## src/rtl/dff_link_arbiter_if.sv

```systemverilog
// Requester and delivery port bundle for dff_link_arbiter.
// The slave side is the arbiter. The master side drives the requests and the output ready.
interface dff_link_arbiter_if #(
  parameter int WIDTH = 8
);
  logic             a_valid;
  logic [WIDTH-1:0] a_data;
  logic             a_ready;
  logic             b_valid;
  logic [WIDTH-1:0] b_data;
  logic             b_ready;
  logic             out_valid;
  logic [WIDTH-1:0] out_data;
  logic             out_src;
  logic             out_ready;

  modport master (
    output a_valid, a_data, b_valid, b_data, out_ready,
    input  a_ready, b_ready, out_valid, out_data, out_src
  );

  modport slave (
    input  a_valid, a_data, b_valid, b_data, out_ready,
    output a_ready, b_ready, out_valid, out_data, out_src
  );
endinterface

```

## src/rtl/dff_link_arbiter.sv

```systemverilog
// Round-robin sharing of a 4-stage DFF delay link between two requesters.
// The output tap is selectable (1-4 stages), and the whole link stalls when the output is back-pressured.
module dff_link_arbiter #(
  parameter int WIDTH  = 8,
  parameter int STAGES = 4
) (
  input  logic                 CLK,
  input  logic                 RST,
  dff_link_arbiter_if.slave    link,
  input  logic [1:0]           cfg_depth,
  input  logic                 flush,
  output logic [1:0]           active_depth,
  output logic [2:0]           occupancy,
  output logic                 busy
);

  typedef enum logic [1:0] {ST_IDLE, ST_RUN, ST_DRAIN} state_t;

  typedef struct packed {
    logic             v;
    logic             src;
    logic [WIDTH-1:0] data;
  } stage_t;

  stage_t     s_q [STAGES];
  stage_t     s_d [STAGES];
  state_t     state_q, state_d;
  logic       rr_ptr_q, rr_ptr_d;
  logic [1:0] active_depth_q, active_depth_d;

  logic       advance;
  logic       can_grant;
  logic       grant_a;
  logic       grant_b;
  logic       grant_any;
  logic [2:0] occ;

  // The whole link freezes only when the tap holds a byte that downstream refuses.
  assign advance   = !(s_q[active_depth_q].v && !link.out_ready);
  assign can_grant = advance && (state_q != ST_DRAIN) && !flush && !RST;
  assign grant_a   = can_grant && link.a_valid && (!link.b_valid || !rr_ptr_q);
  assign grant_b   = can_grant && link.b_valid && (!link.a_valid ||  rr_ptr_q);
  assign grant_any = grant_a || grant_b;

  assign link.a_ready   = grant_a;
  assign link.b_ready   = grant_b;
  assign link.out_valid = s_q[active_depth_q].v;
  assign link.out_data  = s_q[active_depth_q].data;
  assign link.out_src   = s_q[active_depth_q].src;

  always_comb begin
    occ = '0;
    for (int k = 0; k < STAGES; k++) begin
      occ = occ + 3'(s_q[k].v);
    end
  end

  assign occupancy    = occ;
  assign active_depth = active_depth_q;
  assign busy         = (state_q != ST_IDLE);

  always_comb begin
    for (int k = 0; k < STAGES; k++) begin
      s_d[k] = s_q[k];
    end
    if (advance) begin
      s_d[0].v    = grant_any;
      s_d[0].src  = grant_b;
      s_d[0].data = grant_b ? link.b_data : link.a_data;
      // Stages past the tap never carry a live byte.
      for (int k = 1; k < STAGES; k++) begin
        if (k <= int'(active_depth_q)) begin
          s_d[k] = s_q[k-1];
        end else begin
          s_d[k].v = 1'b0;
        end
      end
    end
    if (flush) begin
      for (int k = 0; k < STAGES; k++) begin
        s_d[k].v = 1'b0;
      end
    end
  end

  always_comb begin
    state_d        = state_q;
    rr_ptr_d       = rr_ptr_q;
    active_depth_d = active_depth_q;
    if (grant_a) begin
      rr_ptr_d = 1'b1;
    end else if (grant_b) begin
      rr_ptr_d = 1'b0;
    end
    case (state_q)
      ST_IDLE: begin
        // A grant keeps the old depth so the new byte exits at the depth it entered with.
        if (grant_any) begin
          state_d = ST_RUN;
        end else if (cfg_depth != active_depth_q) begin
          active_depth_d = cfg_depth;
        end
      end
      ST_RUN: begin
        if (cfg_depth != active_depth_q) begin
          state_d = ST_DRAIN;
        end else if ((occ == 3'd0) && !grant_any) begin
          state_d = ST_IDLE;
        end
      end
      ST_DRAIN: begin
        if (occ == 3'd0) begin
          active_depth_d = cfg_depth;
          state_d        = ST_IDLE;
        end
      end
      default: state_d = ST_IDLE;
    endcase
    if (flush) begin
      state_d = ST_IDLE;
    end
  end

  always_ff @(posedge CLK) begin
    if (RST) begin
      for (int k = 0; k < STAGES; k++) begin
        s_q[k] <= '0;
      end
      state_q        <= ST_IDLE;
      rr_ptr_q       <= 1'b0;
      active_depth_q <= 2'd3;
    end else begin
      for (int k = 0; k < STAGES; k++) begin
        s_q[k] <= s_d[k];
      end
      state_q        <= state_d;
      rr_ptr_q       <= rr_ptr_d;
      active_depth_q <= active_depth_d;
    end
  end

endmodule

```

## src/flat_wrapper.sv

```systemverilog
// flat-port wrapper written by rule: the top's interface ports become plain ports
module dff_link_arbiter_flat 
#(
  parameter int WIDTH  = 8,
  parameter int STAGES = 4
)
  (CLK, RST, cfg_depth, flush, active_depth, occupancy, busy, link_a_valid, link_a_data, link_b_valid, link_b_data, link_out_ready, link_a_ready, link_b_ready, link_out_valid, link_out_data, link_out_src);
  dff_link_arbiter_if #(.WIDTH(WIDTH)) link_i ();
  input  logic CLK;
  input  logic RST;
  input  logic [1:0] cfg_depth;
  input  logic flush;
  output logic [1:0] active_depth;
  output logic [2:0] occupancy;
  output logic busy;
  input wire logic [$bits(link_i.a_valid)-1:0] link_a_valid;
  input wire logic [$bits(link_i.a_data)-1:0] link_a_data;
  input wire logic [$bits(link_i.b_valid)-1:0] link_b_valid;
  input wire logic [$bits(link_i.b_data)-1:0] link_b_data;
  input wire logic [$bits(link_i.out_ready)-1:0] link_out_ready;
  output wire logic [$bits(link_i.a_ready)-1:0] link_a_ready;
  output wire logic [$bits(link_i.b_ready)-1:0] link_b_ready;
  output wire logic [$bits(link_i.out_valid)-1:0] link_out_valid;
  output wire logic [$bits(link_i.out_data)-1:0] link_out_data;
  output wire logic [$bits(link_i.out_src)-1:0] link_out_src;
  assign link_i.a_valid = link_a_valid;
  assign link_i.a_data = link_a_data;
  assign link_i.b_valid = link_b_valid;
  assign link_i.b_data = link_b_data;
  assign link_i.out_ready = link_out_ready;
  assign link_a_ready = link_i.a_ready;
  assign link_b_ready = link_i.b_ready;
  assign link_out_valid = link_i.out_valid;
  assign link_out_data = link_i.out_data;
  assign link_out_src = link_i.out_src;
  dff_link_arbiter #(.WIDTH(WIDTH), .STAGES(STAGES)) u_core (.CLK(CLK), .RST(RST), .link(link_i), .cfg_depth(cfg_depth), .flush(flush), .active_depth(active_depth), .occupancy(occupancy), .busy(busy));
endmodule
```

## config.mk

```make
export PLATFORM = sky130hd
export DESIGN_NAME = dff_link_arbiter_flat
export DESIGN_NICKNAME = d
export VERILOG_FILES = /design/src/rtl/dff_link_arbiter_if.sv /design/src/rtl/dff_link_arbiter.sv /design/src/flat_wrapper.sv
export SDC_FILE = /design/constraint.sdc
export NUM_CORES = 1
export LEC_CHECK = 0
export CAP_MARGIN = 20
export CORE_ASPECT_RATIO = 0.7
export CORE_MARGIN = 2
export CORE_UTILIZATION = 40
export DETAILED_ROUTE_END_ITERATION = 8
export DONT_BUFFER_PORTS = 1
export GPL_TIMING_DRIVEN = 0
export PLACE_DENSITY = 0.57
export SLEW_MARGIN = 20
export SYNTH_ARGS = -nofsm -noshare
export SYNTH_HDL_FRONTEND = slang
export SYNTH_SLANG_ARGS = --single-unit
```

## constraint.sdc

```tcl
create_clock -name CLK -period 5.6 [get_ports CLK]
set_clock_uncertainty 0.2 [all_clocks]
set_input_delay 0.56 -clock CLK [delete_from_list [all_inputs] [get_ports CLK]]
set_output_delay 0.56 -clock CLK [all_outputs]
set_load 0.005 [all_outputs]
```

# After elaboration in Yosys (flattened, before gate mapping)
# Memory sizes are Yosys's and may differ from the RTL's. A register that Yosys moved wholly into a read port is not among the register bits.
# Index checks and enable logic that the tools add are counted.
[totals] regBits=5 ramBits=40 inputBits=24 output_inout_bits=18 elab_cells=83 n_memories=1
[classes] addsub=3 order_cmp=3 eq_ne=9 muxes=32 n_bitwise=4 n_reduce_logical=28
[mem_list] memory="u_core.s_q" words=4 word_bits=10 rd=5 rd_ports_with_merged_regs=1 write_ports=4 line_no="dff_link_arbiter.sv:25" source="stage_t s_q [STAGES];"
[op_table] cell="2-to-1 mux 10 bit" count=4
[op_table] cell="2-to-1 mux 40 bit" count=1
[op_table] cell="2-to-1 mux 9 bit" count=3
[op_table] cell="2-to-1 mux 2 bit" count=9
[op_table] cell="2-to-1 mux 1 bit" count=12
[op_table] cell="logical AND 1 bit" count=9
[op_table] cell="zero test 1 bit" count=8
[op_table] cell="2-to-1 mux 8 bit" count=1
[op_table] cell="adder 3 x 1 -> 3 bit" count=2
[op_table] cell="!= test 2 x 1 -> 1 bit (second input constant)" count=3
[op_table] cell="case mux 2 bit (3 select lines)" count=1
[op_table] cell="nonzero test 2 bit" count=3
[op_table] cell="<= comparator 2 bit (first input constant)" count=2
[op_table] cell="!= test 2 bit (second input constant)" count=2
[op_table] cell="bitwise OR 1 bit" count=4
[op_table] cell="case mux 2 bit (2 select lines)" count=1
[op_table] cell="AND reduction 4 bit" count=1
[op_table] cell="zero test 3 bit" count=1
[op_table] cell="logical OR 1 bit" count=3
[op_table] cell="!= test 3 x 1 -> 1 bit (second input constant)" count=1
[op_table] cell="AND reduction 3 bit" count=1
[op_table] cell="adder 1 x 1 -> 2 bit" count=1
[op_table] cell="== test 2 x 1 -> 1 bit (second input constant)" count=1
[op_table] cell="== test 2 bit (second input constant)" count=1
[op_table] cell="4 further kinds" count=4

# Longest topological paths before layout
# Gate-level depths: netlist of run 1.
[logic_depth] word_depth=14 depth_mapped=8 depth_no_buf=7

# Worst setup path before layout of run 1
# OpenSTA, ideal clock, no wires.
[synth_path] path_type="register to register" from="memory u_core.s_q[1][9] in the netlist's numbering" to="register (tool-made name)" setup_ns=0.137 t_arrival_ns=2.156 setup_slack_ns=3.107 path_stages_with_launch=8 n_path_buf=0 synth_period_minus_slack_ns=2.493 cell_sequence="dfxtp_1 -> ha_1 -> fa_1 -> ha_1 -> or3_1 -> nor3b_1 -> o21ai_0 -> mux2i_1"
[synth_rtl] element="from (decl)" line_no="dff_link_arbiter.sv:25"

==> run_results.csv, run 1 <==
group,metric,value,unit
drt,drc,0,
yosys,synth-main-ff-cell,"dfxtp_1",
timing,drv_slew,0,
clocking,cts_tree,"built",
setup_path,slowest_delay,0.44,ns
clocking,cts_setup_buffers,0,
global_routing,grtUsageMet1,25.5,%
setup_path,reg2reg_from,"u_core.s_q[1][9]",
power_and_ir_drop,peakVddDrop,0.138,mV
timing,max-slew-margin-rel,47.9,%
global_routing,gr-usage-all-layers,17.8,%
yosys,avgSynthCellArea,9.44,sq um
setup_path,worst-setup-path-type,"flip-flop to flip-flop",
timing,fin_crit,2.72,ns
yosys,syn_nets,252,
finish,area_growth,8.37,%
yosys,synthAdderAreaFrac,2.12,%
power_and_ir_drop,switching_share,26.6,%
yosys,netlist_area,2120,sq um
yosys,syn_inst,225,
clocking,clock_path_buffers,2,
setup_path,crit_path_start_kind,"flip-flop",
global_routing,antenna_found_initial,0,
clocking,clock-sinks,47,
finish,multi_input_area,1100,sq um
drt,via_per_inst,5.30,
setup_path,end_kind,"flip-flop",
worst_hold_path,hp-class,"input port to flip-flop",
yosys,synth_top_family_by_area,"multiplexers",
timing,rsz0062_at_grt,"no",
yosys,yosysSeqAreaShare,44.3,%
yosys,synth_area_leaders,"dfxtp_1 (44%), mux4_2 (9.5%), mux2i_1 (9.4%)",
clocking,cts_buffers,5,
finish,final_util,44.5,%
yosys,synth_mux_area_share,19.5,%
yosys,synth_compound_area_share,12.8,%
global_routing,gr-max-usage-layer,"met1",
floorplan,die_w,91.1,um
power_and_ir_drop,power.density,285,nW/um^2
floorplan,core,5170,sq um
global_routing,met2_usage,24.7,%
drt,avgRoutedWirePerCell,16.3,um
power_and_ir_drop,p_switching,0.175,mW
timing,final_hold_viol_count,0,
drt,drtPass1Iterations,4,
placed_design,hpwl,3440,um
clocking,clk_latency,0.30,ns
floorplan,start_util,41.0,%
yosys,synth_top_area_share,44.3,%
timing,max_freq,368,MHz
finish,ff_latch_area,941,sq um
power_and_ir_drop,p_leak,0.908,nW
global_routing,grt_overflow,0,
power_and_ir_drop,p_int,0.481,mW
yosys,synth_edf_count,0,
power_and_ir_drop,power.share.clock,31.4,%
clocking,postCtsHoldBufs,0,
setup_path,startpoint,"u_core.s_q[1][9]",
drt,ant_nets,0,
yosys,synthArstFlopShare,0,%
power_and_ir_drop,p_comb_share,13.5,%
timing,setup_tns,0,ns
finish,nNetsFinal,259,
setup_path,cp.required,5.57,ns
clocking,ctsHtreeMaxLevel,2,
run,drv_cap,0,
setup_path,crit_path_cell_trace,"ha_1 > fa_1 > ha_1 > or3_1 > nor3b_1 > o21ai_0 > mux2i_1",
outcome,outcome,"finished, final reports clean",
floorplan,die_area,5920,sq um
timing,setup_viol,0,
clocking,cts_resized,0,
drt,detailedRoute.firstIterationViolations,58,
worst_hold_path,holdCritStartpoint,"link_b_valid",
clocking,path_clk_slew,0.08,ns
yosys,synth_xor_area_share,0.825,%
global_routing,grt_pass1_vias,1502,
yosys,synth_simple_gate_area_share,16.7,%
yosys,synthDistinctLibCells,36,
finish,final_layout_size_suffix_gt1_share,12.9,%
yosys,synth_top_area_cell,"dfxtp_1",
setup_path,arrival,2.69,ns
clocking,root_buffer,"clkbuf_8",
drt,drt_wl_total,4950,um
drt,vias,1610,
floorplan,rows,22,
yosys,synth_warnings,0,
setup_path,crit_top_cell,"ha_1",
placed_design,gp_congestion,0.784,
global_routing,grt_pass1_wl,8020,um
setup_path,crit_fanout,4,
setup_path,cp_slowest_cell,"or3_1",
timing,period_share,48.5,%
finish,n_antenna_cell,0,
floorplan,die_h,65.0,um
placed_design,port_buffers,0,
global_routing,grt_max_degree,14,
global_routing,use_met3,7.67,%
yosys,ys_ff_latch,47,
power_and_ir_drop,p_seq_share,55.1,%
floorplan,io_pins,42,
timing,tightest_slew,0.780,ns
finish,nFillCells,514,
-- final timing paths --
check / slack [ns] / end / cells past startpoint
setup reg to reg: 2.88 / u_core.active_depth[0] / 7
setup / recovery: 2.88 / u_core.active_depth[0] / 7
hold reg to reg: 0.26 / u_core.s_q[3][3] / 2
hold / removal: 0.18 / u_core.rr_ptr_q / 1
-- placed cells by master, fill, tap and decap left out, types with 2 or more instances in the layout --
| cell | Yosys | routed |
|---|---|---|
| dfxtp_1 | 47 | 47 |
| nand2_1 | 41 | 41 |
| nor2_1 | 30 | 30 |
| a21oi_1 | 25 | 25 |
| mux2i_1 | 20 | 20 |
| mux4_2 | 9 | 9 |
| a211oi_1 | 8 | 8 |
| buf_2 | 6 | 6 |
| clkbuf_8 | 0 | 6 |
| clkbuf_1 | 3 | 3 |
| a22oi_1 | 3 | 3 |
| o21ai_0 | 2 | 2 |
| buf_4 | 2 | 2 |
| or2_1 | 2 | 2 |
| buf_1 | 2 | 2 |
| or3_1 | 2 | 2 |
| xnor2_1 | 2 | 2 |
| ha_1 | 2 | 2 |
-- through the flow --
stage | hold WS, ns | setup WS [ns] | instance area, sq um | instances | power (mW)
detailed placement | 0.245 | 2.92 | 2210 | 297 | 0.458
global route | 0.162 | 2.68 | 2300 | 304 | 0.690
CTS | 0.170 | 2.88 | 2300 | 304 | 0.662
finish | 0.175 | 2.88 | 2300 | 304 | 0.656
floorplan | 0.233 | 3.11 | 2120 | 225 | 0.434
global placement | 0.242 | 2.91 | 2210 | 297 | 0.457
-- registers in the layout, summed over array words and instances, names as in the netlist, named ones only --
register,count
u_core.s_q,40
u_core.state_q,2
u_core.rr_ptr_q,1
u_core.active_depth,2
-- critical path: cells and delay by family (launching register included) --
family	cells	cell delay [ns]
flip-flops	1	0.35
AO/OA/AOI/OAI	1	0.20
multiplexers	1	0.17
adder cells (fa/ha/maj)	3	0.99
AND/OR/NAND/NOR	2	0.66
-- layer usage --
layer	share of wire [%]	routed length, um
met1	52	2550
met2	40	1970
met3	7.8	388
met4	0.81	40
met5	0	0
-- cell type report --
cell class	instances	share of cell area, %
inverters	1	0.163
plain buffers	14	3.26
flip-flops and latches	47	40.9
well taps	72	3.92
clock buffers	6	3.59
clock inverters	1	0.218
multi-input cells	163	48.0
-- kinds of logic after synthesis --
kind of cell | Yosys count
simple gates | 85
flops | 47
compound gates | 43
mux | 30
buf+inv | 15
fa+ha+maj | 3
xor+xnor | 2
-- Yosys cell counts (3+ instances only) --
library cell / number
a211oi_1: 8
a22oi_1: 3
mux4_2: 9
mux2i_1: 20
dfxtp_1: 47
clkbuf_1: 3
nor2_1: 30
a21oi_1: 25
buf_2: 6
nand2_1: 41
-- power by group through the flow --
stage	registers [mW]	logic, mW	clock network (mW)
final	0.361	0.0883	0.206
after global routing	0.364	0.0976	0.228
after CTS	0.361	0.0891	0.211
after detailed placement	0.369	0.0886	0
after global placement	0.369	0.0882	0
after floorplan	0.366	0.0680	0
Note: power is estimated with default switching activity, not from simulation.
==> run 2, diff against run 1 <==
- clock period: 5.6 -> 2.78 ns (I/O delays scaled with it)
==> run 2 against run 1 <==
Compared with the run above: clock-buffer cell count stayed put; core utilization is 1.4 points higher; sequential share of layout area is 1.2 points lower; critical endpoint unchanged; largest power group unchanged.
==> run_results.csv, run 2 (same netlist as run 1, synthesis figures left out) <==
group,metric,value,unit
clocking,root_buffer,"clkbuf_8",
setup_path,startpoint,"u_core.s_q[1][9]",
worst_hold_path,hold_path_end,"u_core.s_q[0][7]",
timing,setup_tns,0,ns
global_routing,grt_pass1_wl,8090,um
setup_path,r2r_slack,0.20,ns
drt,via_per_inst,5.22,
setup_path,cp.required,2.80,ns
global_routing,antenna_found_initial,0,
setup_path,worst-setup-path-type,"flip-flop to flip-flop",
finish,regMostFlops,"u_core.s_q",
finish,area_growth,11.7,%
setup_path,reg2reg_from,"u_core.s_q[1][9]",
outcome,outcome,"finished, final reports clean",
finish,largest_register_ffs,40,
run,drv_cap,0,
finish,multi_input_area,1110,sq um
clocking,clk_latency,0.30,ns
finish,final_layout_size_suffix_gt1_share,13.4,%
drt,vias,1617,
finish,nFillCells,512,
power_and_ir_drop,p_leak,0.938,nW
timing,max_freq,388,MHz
timing,period_share,92.7,%
placed_design,port_buffers,0,
setup_path,crit_path_start_kind,"flip-flop",
global_routing,grt_pass1_vias,1508,
power_and_ir_drop,p_switching,0.354,mW
worst_hold_path,holdCritStartpoint,"link_a_data[7]",
timing,drv_slew,0,
floorplan,rows,22,
floorplan,io_pins,42,
finish,nNetsFinal,265,
timing,tightest_slew,0.784,ns
setup_path,r2r_end,"u_core.active_depth[0]",
floorplan,die_w,91.1,um
setup_path,end_kind,"flip-flop",
finish,ff_latch_area,941,sq um
clocking,clock_path_buffers,2,
power_and_ir_drop,p_int,0.975,mW
finish,layout_common_cells,"dfxtp_1 (47), nand2_1 (41), nor2_1 (30)",
finish,n_antenna_cell,0,
global_routing,gr-usage-all-layers,18.0,%
clocking,path_clk_slew,0.08,ns
drt,avgRoutedWirePerCell,16.2,um
clocking,ctsHtreeMaxLevel,2,
timing,whs,0.00503,ns
global_routing,grt_max_degree,14,
drt,ant_nets,0,
power_and_ir_drop,p_seq_share,54.8,%
global_routing,grt_overflow,0,
placed_design,hpwl,3440,um
power_and_ir_drop,switching_share,26.7,%
power_and_ir_drop,power.density,561,nW/um^2
drt,drt_wl_total,5010,um
worst_hold_path,holdPathStages,2,
timing,setup_viol,0,
timing,fin_crit,2.58,ns
clocking,clock-sinks,47,
floorplan,core,5170,sq um
finish,final_common_cell,"dfxtp_1",
worst_hold_path,hp-class,"input port to flip-flop",
timing,final_hold_viol_count,0,
setup_path,arrival,2.60,ns
finish,final_util,45.8,%
setup_path,crit_fanout,4,
power_and_ir_drop,power.share.clock,31.3,%
clocking,cts_tree,"built",
drt,drc,0,
placed_design,gp_congestion,0.784,
floorplan,start_util,41.0,%
power_and_ir_drop,p_comb_share,14.0,%
drt,detailedRoute.firstIterationViolations,80,
clocking,cts_buffers,5,
setup_path,r2r_cells,7,
timing,rsz0062_at_grt,"no",
floorplan,die_area,5920,sq um
floorplan,die_h,65.0,um
timing,max-slew-margin-rel,47.7,%
drt,drtPass1Iterations,4,
power_and_ir_drop,peakVddDrop,0.278,mV
==> run 2: changes by cell type in the layout (fill, tap and decap cells not counted) <==
cell / delta
nor3b_1: -1
dlygate4sd3_1: +6
or3_1: -1
or3_4: +1
o21ai_1: +1
nor3b_2: +1
o21ai_0: -1
==> run 2: layer usage <==
metal	global-route usage, %	part of all wire (%)	vias up
met4	3.98	0.88	0
met3	7.67	8.0	6
met1	25.6	51	758
met5	0	0	-
met2	25.1	41	40
li1	-	-	813
==> run 2: worst max-delay path, cell delays in order, from the launching register on <==
cell     delay [ns]
dfxtp_1        0.35
ha_1           0.31
fa_1           0.37
ha_1           0.32
or3_4          0.42
nor3b_2        0.19
o21ai_1        0.13
mux2i_1        0.20
==> run 2: what timing repair did <==
item | 4_1_cts | 5_1_grt
hold buffers | 4 | 2
endpoints found under the setup margin | 0 | 4
endpoints found under the hold margin | 5 | 2
resized for setup | 0 | 3
buffers inserted | 0 | 0
==> run 2: cell type report <==
class	count	share of cell area, %
multi-input combinational	163	47.0
sequential	47	39.7
tap	72	3.80
clock buffer	6	3.48
buffer	14	3.17
timing repair buffer	6	2.53
clock inverter	1	0.211
inverter	1	0.158
==> run 2: worst max-delay path by stage <==
stage                                        end  slack, ns
after floorplan                        flip-flop       0.29
after global placement                 flip-flop       0.09
after detailed placement               flip-flop       0.10
after CTS                 u_core.active_depth[0]       0.06
after global routing                   flip-flop      0.009
final                     u_core.active_depth[0]       0.20
==> run 2: power groups by stage <==
stage / Clock (mW) / Sequential, mW / Combinational [mW]
global placement: 0 / 0.743 / 0.178
finish: 0.416 / 0.728 / 0.186
detailed placement: 0 / 0.744 / 0.179
floorplan: 0 / 0.736 / 0.137
CTS: 0.426 / 0.728 / 0.184
global route: 0.460 / 0.733 / 0.205
==> run 2: through the flow <==
step	std cells	worst slack (ns)	power, mW	cell area [sq um]
global placement	297	0.0912	0.921	2210
finish	310	0.202	1.33	2370
detailed placement	297	0.100	0.923	2210
CTS	308	0.0560	1.34	2340
floorplan	225	0.287	0.873	2120
global route	310	0.00930	1.40	2370
